`src/rtl/prbs_ctrl_pkg.sv`:
```
// Shared definitions for the PRBS bit scheduler: FSM encodings, default widths and the
// edge-time clamp helper.
package prbs_ctrl_pkg;

  localparam int unsigned DefaultAccW    = 32;
  localparam int unsigned DefaultCntW    = 16;
  localparam logic [7:0]  DefaultMaxEdge = 8'd255;
  localparam logic [7:0]  DefaultEdgeRst = 8'd4;

  typedef enum logic [2:0] {
    StIdle  = 3'd0,
    StArm   = 3'd1,
    StRun   = 3'd2,
    StDrain = 3'd3
  } prbs_state_e;

  function automatic logic [7:0] clamp_edge(input logic [7:0] req, input logic [7:0] max_edge);
    return (req > max_edge) ? max_edge : req;
  endfunction

endpackage

```
`src/rtl/prbs_phase_acc.sv`:
```
// Phase accumulator for the bit-rate NCO: adds the tuning word while enabled and registers
// the wrap carry as a one-cycle bit strobe.
module prbs_phase_acc
  import prbs_ctrl_pkg::*;
#(
  parameter int unsigned ACC_W = DefaultAccW
) (
  input  logic             dac_clk,
  input  logic             reset,
  input  logic             clear_i,
  input  logic             en_i,
  input  logic [ACC_W-1:0] tune_i,
  output logic             carry_o
);

  logic [ACC_W-1:0] acc_q;
  logic             carry_q;
  logic [ACC_W:0]   sum;

  assign sum     = {1'b0, acc_q} + {1'b0, tune_i};
  assign carry_o = carry_q;

  always_ff @(posedge dac_clk) begin
    if (reset || clear_i) begin
      acc_q   <= '0;
      carry_q <= 1'b0;
    end else if (en_i) begin
      acc_q   <= sum[ACC_W-1:0];
      carry_q <= sum[ACC_W];
    end else begin
      carry_q <= 1'b0;
    end
  end

endmodule

```
`src/rtl/prbs_bit_scheduler.sv`:
```
// Bit-rate scheduler for the PRBS core/edge shaper: run/burst/trigger FSM plus shadowed config.
// Define PRBS_TRIG_SYNC_EN to pass trig_in through a 2-flop synchronizer before edge detection.
module prbs_bit_scheduler
  import prbs_ctrl_pkg::*;
#(
  parameter int unsigned ACC_W    = DefaultAccW,
  parameter int unsigned CNT_W    = DefaultCntW,
  parameter logic [7:0]  MAX_EDGE = DefaultMaxEdge,
  parameter logic [7:0]  EDGE_RST = DefaultEdgeRst
) (
  input  logic             dac_clk,
  input  logic             reset,
  input  logic             enable,
  input  logic             burst_mode,
  input  logic             trig_mode,
  input  logic             trig_in,
  input  logic [CNT_W-1:0] burst_len,
  input  logic [ACC_W-1:0] cfg_tune_word,
  input  logic [7:0]       cfg_edge_time,
  input  logic             cfg_valid,
  output logic             cfg_ready,
  output logic             lfsr_clk_enable,
  output logic             lfsr_load,
  output logic [7:0]       edge_time_out,
  output logic             busy,
  output logic             done,
  output logic [CNT_W-1:0] bit_count,
  output logic [2:0]       state_dbg
);

  prbs_state_e      state_q, state_d;
  logic [CNT_W-1:0] bit_count_q;
  logic [ACC_W-1:0] tune_q, tune_sh_q;
  logic [7:0]       edge_q, edge_sh_q, drain_q;
  logic             pend_q, load_q;

  logic carry, strobe, burst_hit, run_entry, drain_exit, accept, apply_sh, trig_rise;

`ifdef PRBS_TRIG_SYNC_EN
  logic trig_meta_q, trig_sync_q, trig_prev_q;

  always_ff @(posedge dac_clk) begin
    if (reset) begin
      trig_meta_q <= 1'b0;
      trig_sync_q <= 1'b0;
      trig_prev_q <= 1'b0;
    end else begin
      trig_meta_q <= trig_in;
      trig_sync_q <= trig_meta_q;
      trig_prev_q <= trig_sync_q;
    end
  end

  assign trig_rise = trig_sync_q & ~trig_prev_q;
`else
  logic trig_prev_q;

  always_ff @(posedge dac_clk) begin
    if (reset) trig_prev_q <= 1'b0;
    else       trig_prev_q <= trig_in;
  end

  assign trig_rise = trig_in & ~trig_prev_q;
`endif

  prbs_phase_acc #(
    .ACC_W (ACC_W)
  ) u_phase_acc (
    .dac_clk (dac_clk),
    .reset   (reset),
    .clear_i (run_entry),
    .en_i    (state_q == StRun),
    .tune_i  (tune_q),
    .carry_o (carry)
  );

  // A finished burst masks any carry landing on the same cycle so exactly burst_len bits go out.
  assign burst_hit  = burst_mode && (bit_count_q == burst_len);
  assign strobe     = carry && (state_q == StRun) && !burst_hit;
  assign drain_exit = (state_q == StDrain) && (drain_q == 8'd0);
  assign cfg_ready  = !pend_q && !reset;
  assign accept     = cfg_valid && cfg_ready;
  assign apply_sh   = pend_q && (strobe || drain_exit);

  always_comb begin
    state_d   = state_q;
    run_entry = 1'b0;
    done      = 1'b0;
    unique case (state_q)
      StIdle: begin
        if (enable) begin
          if (trig_mode) begin
            state_d = StArm;
          end else begin
            state_d   = StRun;
            run_entry = 1'b1;
          end
        end
      end
      StArm: begin
        if (!enable) begin
          state_d = StIdle;
        end else if (trig_rise) begin
          state_d   = StRun;
          run_entry = 1'b1;
        end
      end
      StRun: begin
        if (!enable || burst_hit) state_d = StDrain;
      end
      StDrain: begin
        if (drain_exit) begin
          state_d = StIdle;
          done    = 1'b1;
        end
      end
      default: state_d = StIdle;
    endcase
  end

  always_ff @(posedge dac_clk) begin
    if (reset) begin
      state_q     <= StIdle;
      load_q      <= 1'b0;
      bit_count_q <= '0;
      drain_q     <= 8'd0;
      tune_q      <= '0;
      edge_q      <= EDGE_RST;
      tune_sh_q   <= '0;
      edge_sh_q   <= 8'd0;
      pend_q      <= 1'b0;
    end else begin
      state_q <= state_d;
      load_q  <= run_entry;

      if (run_entry) begin
        bit_count_q <= '0;
      end else if (strobe && (bit_count_q != {CNT_W{1'b1}})) begin
        bit_count_q <= bit_count_q + 1'b1;
      end

      // The shaper needs edge_time_out+1 quiet cycles after the last bit.
      if ((state_q == StRun) && (state_d == StDrain)) begin
        drain_q <= edge_q;
      end else if ((state_q == StDrain) && (drain_q != 8'd0)) begin
        drain_q <= drain_q - 8'd1;
      end

      if (apply_sh) begin
        tune_q <= tune_sh_q;
        edge_q <= edge_sh_q;
        pend_q <= 1'b0;
      end

      // During RUN, changes are deferred to the next bit boundary to keep edges glitch-free.
      if (accept) begin
        if (state_q == StRun) begin
          tune_sh_q <= cfg_tune_word;
          edge_sh_q <= clamp_edge(cfg_edge_time, MAX_EDGE);
          pend_q    <= 1'b1;
        end else begin
          tune_q <= cfg_tune_word;
          edge_q <= clamp_edge(cfg_edge_time, MAX_EDGE);
        end
      end
    end
  end

  assign lfsr_clk_enable = strobe;
  assign lfsr_load       = load_q;
  assign edge_time_out   = edge_q;
  assign busy            = (state_q != StIdle);
  assign bit_count       = bit_count_q;
  assign state_dbg       = state_q;

endmodule

```
`config.mk`:
```
export PLATFORM = sky130hd
export DESIGN_NAME = prbs_bit_scheduler
export DESIGN_NICKNAME = d
export VERILOG_FILES = /design/src/rtl/prbs_ctrl_pkg.sv /design/src/rtl/prbs_phase_acc.sv /design/src/rtl/prbs_bit_scheduler.sv
export SDC_FILE = /design/constraint.sdc
export NUM_CORES = 1
export LEC_CHECK = 0
export ABC_AREA = 1
export BUFFER_PORTS_ARGS = -buffer_cell sky130_fd_sc_hd__buf_2
export CORE_MARGIN = 10
export CORE_UTILIZATION = 45
export CTS_BUF_LIST = sky130_fd_sc_hd__clkbuf_4 sky130_fd_sc_hd__clkbuf_8
export CTS_CLUSTER_DIAMETER = 50
export DETAILED_ROUTE_END_ITERATION = 10
export GPL_TIMING_DRIVEN = 0
export PLACE_DENSITY_LB_ADDON = 0.1
export SYNTH_ARGS = -nofsm -noshare
export SYNTH_HDL_FRONTEND = slang
export SYNTH_SLANG_ARGS = --single-unit
```
`constraint.sdc`:
```
create_clock -name dac_clk -period 3.9 [get_ports dac_clk]
set_input_delay 0.195 -clock dac_clk [delete_from_list [all_inputs] [get_ports dac_clk]]
set_output_delay 0.195 -clock dac_clk [all_outputs]
set_load 0.01 [all_outputs]
```
==> results.json, run 1 <==
{
  "first_pass_iters": 5,
  "final_cell_mix": "nand2_1, nor2_1, inv_1, dfxtp_1, o21ai_0",
  "hold_path_class": "primary input to flip-flop",
  "status": "completed",
  "grt_max_degree": 17,
  "cp_data_required_time_ns": 4.25,
  "worstPathArrival_ns": 2.97,
  "route.detailed.drc": 0,
  "routed_wl_mm": 27.3,
  "end_kind": "flip-flop",
  "core_area_sq_um": 18900,
  "yosysSeqAreaShare_pct": 32.9,
  "cts_made_buffers": 17,
  "async_flop_share_pct": 0,
  "row_count": 50,
  "port_buffers": 94,
  "highest_layer": "met4",
  "switching_share_pct": 29.2,
  "synth.cell_area_sq_um": 8710,
  "m1WireLength_mm": 13.0,
  "start_util_pct": 46.1,
  "rsz0062_at_grt": "false",
  "antenna_found_initial": 1,
  "syn_nets": 1457,
  "ctsHtreeMaxLevel": 4,
  "die_w_microns": 159,
  "avgSynthCellArea_sq_um": 6.42,
  "start_kind": "flip-flop",
  "grt-ovfl-total": 0,
  "cts.sinks": 143,
  "pwr_density_cell_nw_per_um2": 302,
  "clk_pin_slew_ns": 0.09,
  "setup-tns-final_ns": 0,
  "fmax_ghz": 0.381,
  "skew_ns": 0.0139,
  "wl_per_cell_microns": 15.3,
  "dieArea_sq_um": 25300,
  "final_core_util_pct": 54.5,
  "ys_ff_latch": 143,
  "layout.nets": 1610,
  "route.vias.total": 9078,
  "crit_fanout": 4,
  "final_common_cell": "nand2_1",
  "internal-power_mw": 2.20,
  "setup_viol": 0,
  "synth_cell_types": 38,
  "ys.flop_type": "dfxtp_1",
  "worst_pin_slew_ns": 0.769,
  "peakVddDrop_v": 0.000222,
  "track_usage_pct": 21.3,
  "pwr-share-clk_pct": 37.9,
  "final_hold_viol_count": 0,
  "p_leak_nw": 5.12,
  "first_iter_violations": 521,
  "met2_length_mm": 12.5,
  "cts_tree": "built",
  "worst-setup-path-type": "flip-flop to flip-flop",
  "drv_cap": 0,
  "ant_nets": 0,
  "finalCritPeriodShare_pct": 67.3,
  "maxSlewHeadroom_pct": 48.8,
  "drv_slew": 0,
  "switchingPower_uw": 909,
  "io_pins": 95,
  "layout_min_cycle_time_ns": 2.63,
  "wl_met3_mm": 1.42,
  "die_h_microns": 159,
  "synth_edf_count": 0,
  "nFillCells": 1963,
  "viasPerCell": 5.09,
  "drive_above_1_share_pct": 11.2,
  "fin_cells": 1785,
  "yosysWarnings": 0,
  "pwr-share-comb_pct": 12.5,
  "grt_pass1_vias": 8727,
  "multi_input_area_sq_um": 4990,
  "grt_pass1_wl_mm": 44.4,
  "synthCells": 1358,
  "clockBufferDepth": 2,
  "gp_congestion": 0.923,
  "place_inst": 1712,
  "synthToLayoutAreaGrowth_pct": 18.2,
  "power_frac_seq_pct": 49.6,
  "dp_hpwl_mm": 21.2,
  "root_buffer": "clkbuf_8",
  "register_area_sq_um": 2860,
  "insertion_delay_ns": 0.47
}
## power groups by stage
stage	logic [mW]	registers (mW)	clock network (mW)
floorplan	0.230	1.56	0
global placement	0.351	1.57	0
detailed placement	0.353	1.57	0
CTS	0.386	1.54	1.20
global route	0.442	1.55	1.27
finish	0.388	1.54	1.18
## kinds of logic after synthesis
group / count (synthesis) / synth area share (%)
and+or+nand+nor: 676 / 32.6
AOI/OAI and AO/OA: 252 / 16.1
buffers and inverters: 217 / 9.82
DFF: 143 / 32.9
adders and majority gates: 36 / 5.26
xor gates and xnor gates: 33 / 3.32
other: 1 / 0.0430
## critical path, cell delays in order, from the launching register on
cell and delay, ns:
dfxtp_1 0.43, ha_1 0.20, inv_1 0.07, fa_1 0.40, inv_1 0.13, nand3_1 0.08
nand2_1 0.15, nand2_1 0.07, o211ai_1 0.17, nand2_1 0.09, nand2_1 0.17, nand2_1 0.09
nand2_1 0.10, nand3_1 0.07, a21oi_1 0.29
## through the flow
| stage | hold slack, ns | area [sq um] | power, mW | setup slack, ns |
|---|---|---|---|---|
| after detailed placement | 0.426 | 9510 | 1.93 | 1.34 |
| after CTS | 0.00279 | 10300 | 3.12 | 1.30 |
| after floorplan | 0.317 | 8710 | 1.79 | 1.98 |
| final | 0.0209 | 10300 | 3.11 | 1.27 |
| after global routing | 0.0355 | 10300 | 3.25 | 1.07 |
| after global placement | 0.410 | 9510 | 1.93 | 1.31 |
## sequential cells by signal, indices dropped and copies added (netlist names)
register	count
pend_q	1
tune_sh_q	32
u_phase_acc.carry_o	1
bit_count	16
drain_q	8
edge_sh_q	8
u_phase_acc.acc_q	32
edge_time_out	8
lfsr_load	1
trig_prev_q	1
tune_q	32
state_dbg	3
## per-layer routing
layer,GRT usage (%),vias up
met3,3.67,30
met1,28.5,4116
li1,-,4700
met5,0,-
met2,34.3,232
met4,6.19,0
## final cells by class
cell class              count  area share (%)
multi-input cells         998            48.5
diodes                      1          0.0243
clock inverters            13            1.28
repair buffers            134            8.46
clock buffers              19            2.48
well taps                 260            3.16
inverters                 163            5.94
flip-flops and latches    143            27.8
plain buffers              54            2.37
## Yosys cell counts, types with 2 or more instances
cell / number / area [sq um]
nand2_1: 303 / 1140
nor2_1: 203 / 762
inv_1: 151 / 567
dfxtp_1: 143 / 2860
o21ai_0: 124 / 621
nand3_1: 116 / 581
a21oi_1: 70 / 350
clkbuf_1: 36 / 135
ha_1: 35 / 438
xor2_1: 29 / 254
a21boi_0: 19 / 143
nor3_1: 17 / 85.1
o21a_1: 13 / 97.6
nand3_2: 11 / 110
inv_2: 10 / 37.5
nand4_1: 10 / 62.6
o21bai_1: 10 / 75.1
buf_2: 9 / 45.0
o211ai_1: 5 / 37.5
a21o_1: 4 / 30.0
buf_4: 4 / 30.0
nand2_2: 4 / 25.0
nor4_1: 4 / 25.0
xnor2_1: 4 / 35.0
buf_1: 3 / 11.3
nand3b_1: 3 / 22.5
or2_2: 3 / 18.8
a31oi_1: 2 / 12.5
buf_6: 2 / 22.5
clkinv_1: 2 / 7.51
o21ai_1: 2 / 10.0
## final timing paths
kind / start / to / slack (ns) / cells past startpoint
setup reg to reg: tune_q[0] / u_phase_acc.carry_o / 1.27 / 14
hold / removal: enable / lfsr_load / 0.02 / 3
setup / recovery: tune_q[0] / u_phase_acc.carry_o / 1.27 / 14
hold reg to reg: u_phase_acc.acc_q[0] / u_phase_acc.acc_q[0] / 0.48 / 2
## timing repair
item	4_1_cts	5_1_grt
hold buffers	40	0
resized for setup	0	0
hold endpoints to repair	45	0
setup buffers	0	0
endpoints found under the setup margin	0	0
Power figures use the tool's default switching activity.
==> inputs of run 2 (changes only) <==
- clock period: 3.9 -> 2.4 ns (I/O delays scaled with it)
==> results.json, run 2 (same netlist as run 1, synthesis figures left out) <==
{
  "die_h_microns": 159,
  "io_pins": 95,
  "synthToLayoutAreaGrowth_pct": 19.1,
  "cp_data_required_time_ns": 2.78,
  "worstPathArrival_ns": 2.66,
  "first_pass_iters": 5,
  "ctsHtreeMaxLevel": 4,
  "track_usage_pct": 21.3,
  "skew_ns": 0.0139,
  "dieArea_sq_um": 25300,
  "hold_start": "trig_mode",
  "gp_congestion": 0.923,
  "viasPerCell": 5.08,
  "cts_made_buffers": 17,
  "worst-setup-path-type": "flip-flop to flip-flop",
  "dpl-instance-area_sq_um": 9510,
  "layout_min_cycle_time_ns": 2.28,
  "place_inst": 1712,
  "fin_hold_ws_ns": 0.0686,
  "final_cell_mix": "nand2_1, nor2_1, inv_1, dfxtp_1, o21ai_0",
  "status": "completed",
  "fin_cells": 1791,
  "r2r_cells": 14,
  "finalCritPeriodShare_pct": 95.2,
  "cpMaxStageDelayCell": "dfxtp_4",
  "routed_wl_mm": 27.4,
  "drive_above_1_share_pct": 12.1,
  "root_buffer": "clkbuf_8",
  "design_area_sq_um": 10400,
  "grt-ovfl-total": 0,
  "first_iter_violations": 579,
  "max_stage_delay_ns": 0.38,
  "dp_hpwl_mm": 21.2,
  "clk_pin_slew_ns": 0.09,
  "row_count": 50,
  "p_leak_nw": 5.16,
  "setup_viol": 0,
  "worst_pin_slew_ns": 0.760,
  "final_common_cell": "nand2_1",
  "route.vias.total": 9105,
  "fmax_ghz": 0.438,
  "cts_tree": "built",
  "core_area_sq_um": 18900,
  "ant_nets": 0,
  "start_kind": "flip-flop",
  "grt_max_degree": 17,
  "route.detailed.drc": 0,
  "clockBufferDepth": 2,
  "layout.nets": 1616,
  "end_kind": "flip-flop",
  "start_util_pct": 46.1,
  "drv_slew": 0,
  "peakVddDrop_v": 0.000360,
  "port_buffers": 94,
  "top_regs": "tune_q x32, tune_sh_q x32, u_phase_acc.acc_q x32",
  "insertion_delay_ns": 0.47,
  "grt_pass1_vias": 8752,
  "whs_path_depth": 5,
  "timing.rr.end": "u_phase_acc.carry_o",
  "nFillCells": 1953,
  "cts.sinks": 143,
  "die_w_microns": 159,
  "maxSlewHeadroom_pct": 49.3,
  "wl_per_cell_microns": 15.3,
  "crit_chain": "ha_1, inv_1, fa_2, inv_2, nand3_1, nand2_2, nand2_1, o211ai_1, nand2_1, nand2_2, nand2_1, nand2_2, nand3_1, a21oi_2",
  "hold_path_class": "primary input to flip-flop",
  "regToRegStartpoint": "tune_q[0]",
  "pwr_density_cell_nw_per_um2": 487,
  "drv_cap": 0,
  "ff2ff_setup_slack_ns": 0.12,
  "grt_pass1_wl_mm": 44.5,
  "crit_fanout": 4,
  "whs_endpoint": "state_dbg[0]",
  "final_hold_viol_count": 0,
  "antenna_found_initial": 1
}
==> run 2: layer usage <==
metal,wire length [microns],global-route usage [%]
met5,0,0
met4,522,6.82
met3,1390,3.72
met2,12400,34.1
met1,13000,28.5
==> run 2: what timing repair did <==
| action | 4_1_cts | 5_1_grt |
|---|---|---|
| pin swaps | 1 | 5 |
| hold endpoints to repair | 82 | 0 |
| hold buffers | 43 | 0 |
| resized for setup | 4 | 9 |
| setup endpoints to repair | 6 | 11 |
| setup buffers | 2 | 1 |
==> run 2: critical path: cells and delay by family, from the launching register on <==
kind                       cells  cell delay, ns
and+or+nand+nor                8            0.76
adders and majority gates      2            0.53
DFF                            1            0.38
AOI/OAI and AO/OA              2            0.36
buffers and inverters          2            0.16
==> run 2: worst max-delay path by stage <==
stage / startpoint / endpoint / slack (ns) / cells past startpoint
after global placement: state_dbg[0] / u_phase_acc.carry_o / -0.19 / 6
after floorplan: u_phase_acc.acc_q[0] / u_phase_acc.acc_q[28] / 0.48 / 15
after global routing: tune_q[0] / u_phase_acc.acc_q[16] / -0.03 / 15
final: tune_q[0] / u_phase_acc.carry_o / 0.12 / 14
after CTS: tune_q[0] / u_phase_acc.carry_o / 0.01 / 14
after detailed placement: tune_q[0] / u_phase_acc.carry_o / -0.16 / 14
==> run 2: layout make-up <==
type                    count  area [sq um]  area share (%)
multi-input cells         998          5020            48.3
flip-flops and latches    143          2870            27.6
clock inverters            13           131            1.27
diodes                      1          2.50          0.0241
inverters                 163           612            5.90
well taps                 260           325            3.13
plain buffers              54           245            2.36
repair buffers            140           923            8.90
clock buffers              19           255            2.46
==> run 2: per-stage QoR <==
step / util (%) / setup TNS [ns] / worst slack, ns / power [mW]
final: 54.9 / 0 / 0.116 / 5.06
after global routing: 54.9 / -0.0794 / -0.0349 / 5.29
after detailed placement: 50.3 / -0.206 / -0.161 / 3.13
after CTS: 54.8 / 0 / 0.0140 / 5.08
after global placement: 50.3 / -0.189 / -0.187 / 3.13
after floorplan: - / 0 / 0.475 / 2.91
==> run 2: where the power goes <==
part	leakage, nW	switching, mW	internal [mW]
clock network	0.181	1.04	0.876
logic	3.81	0.376	0.260
registers	1.16	0.0639	2.44
total	5.16	1.48	3.58
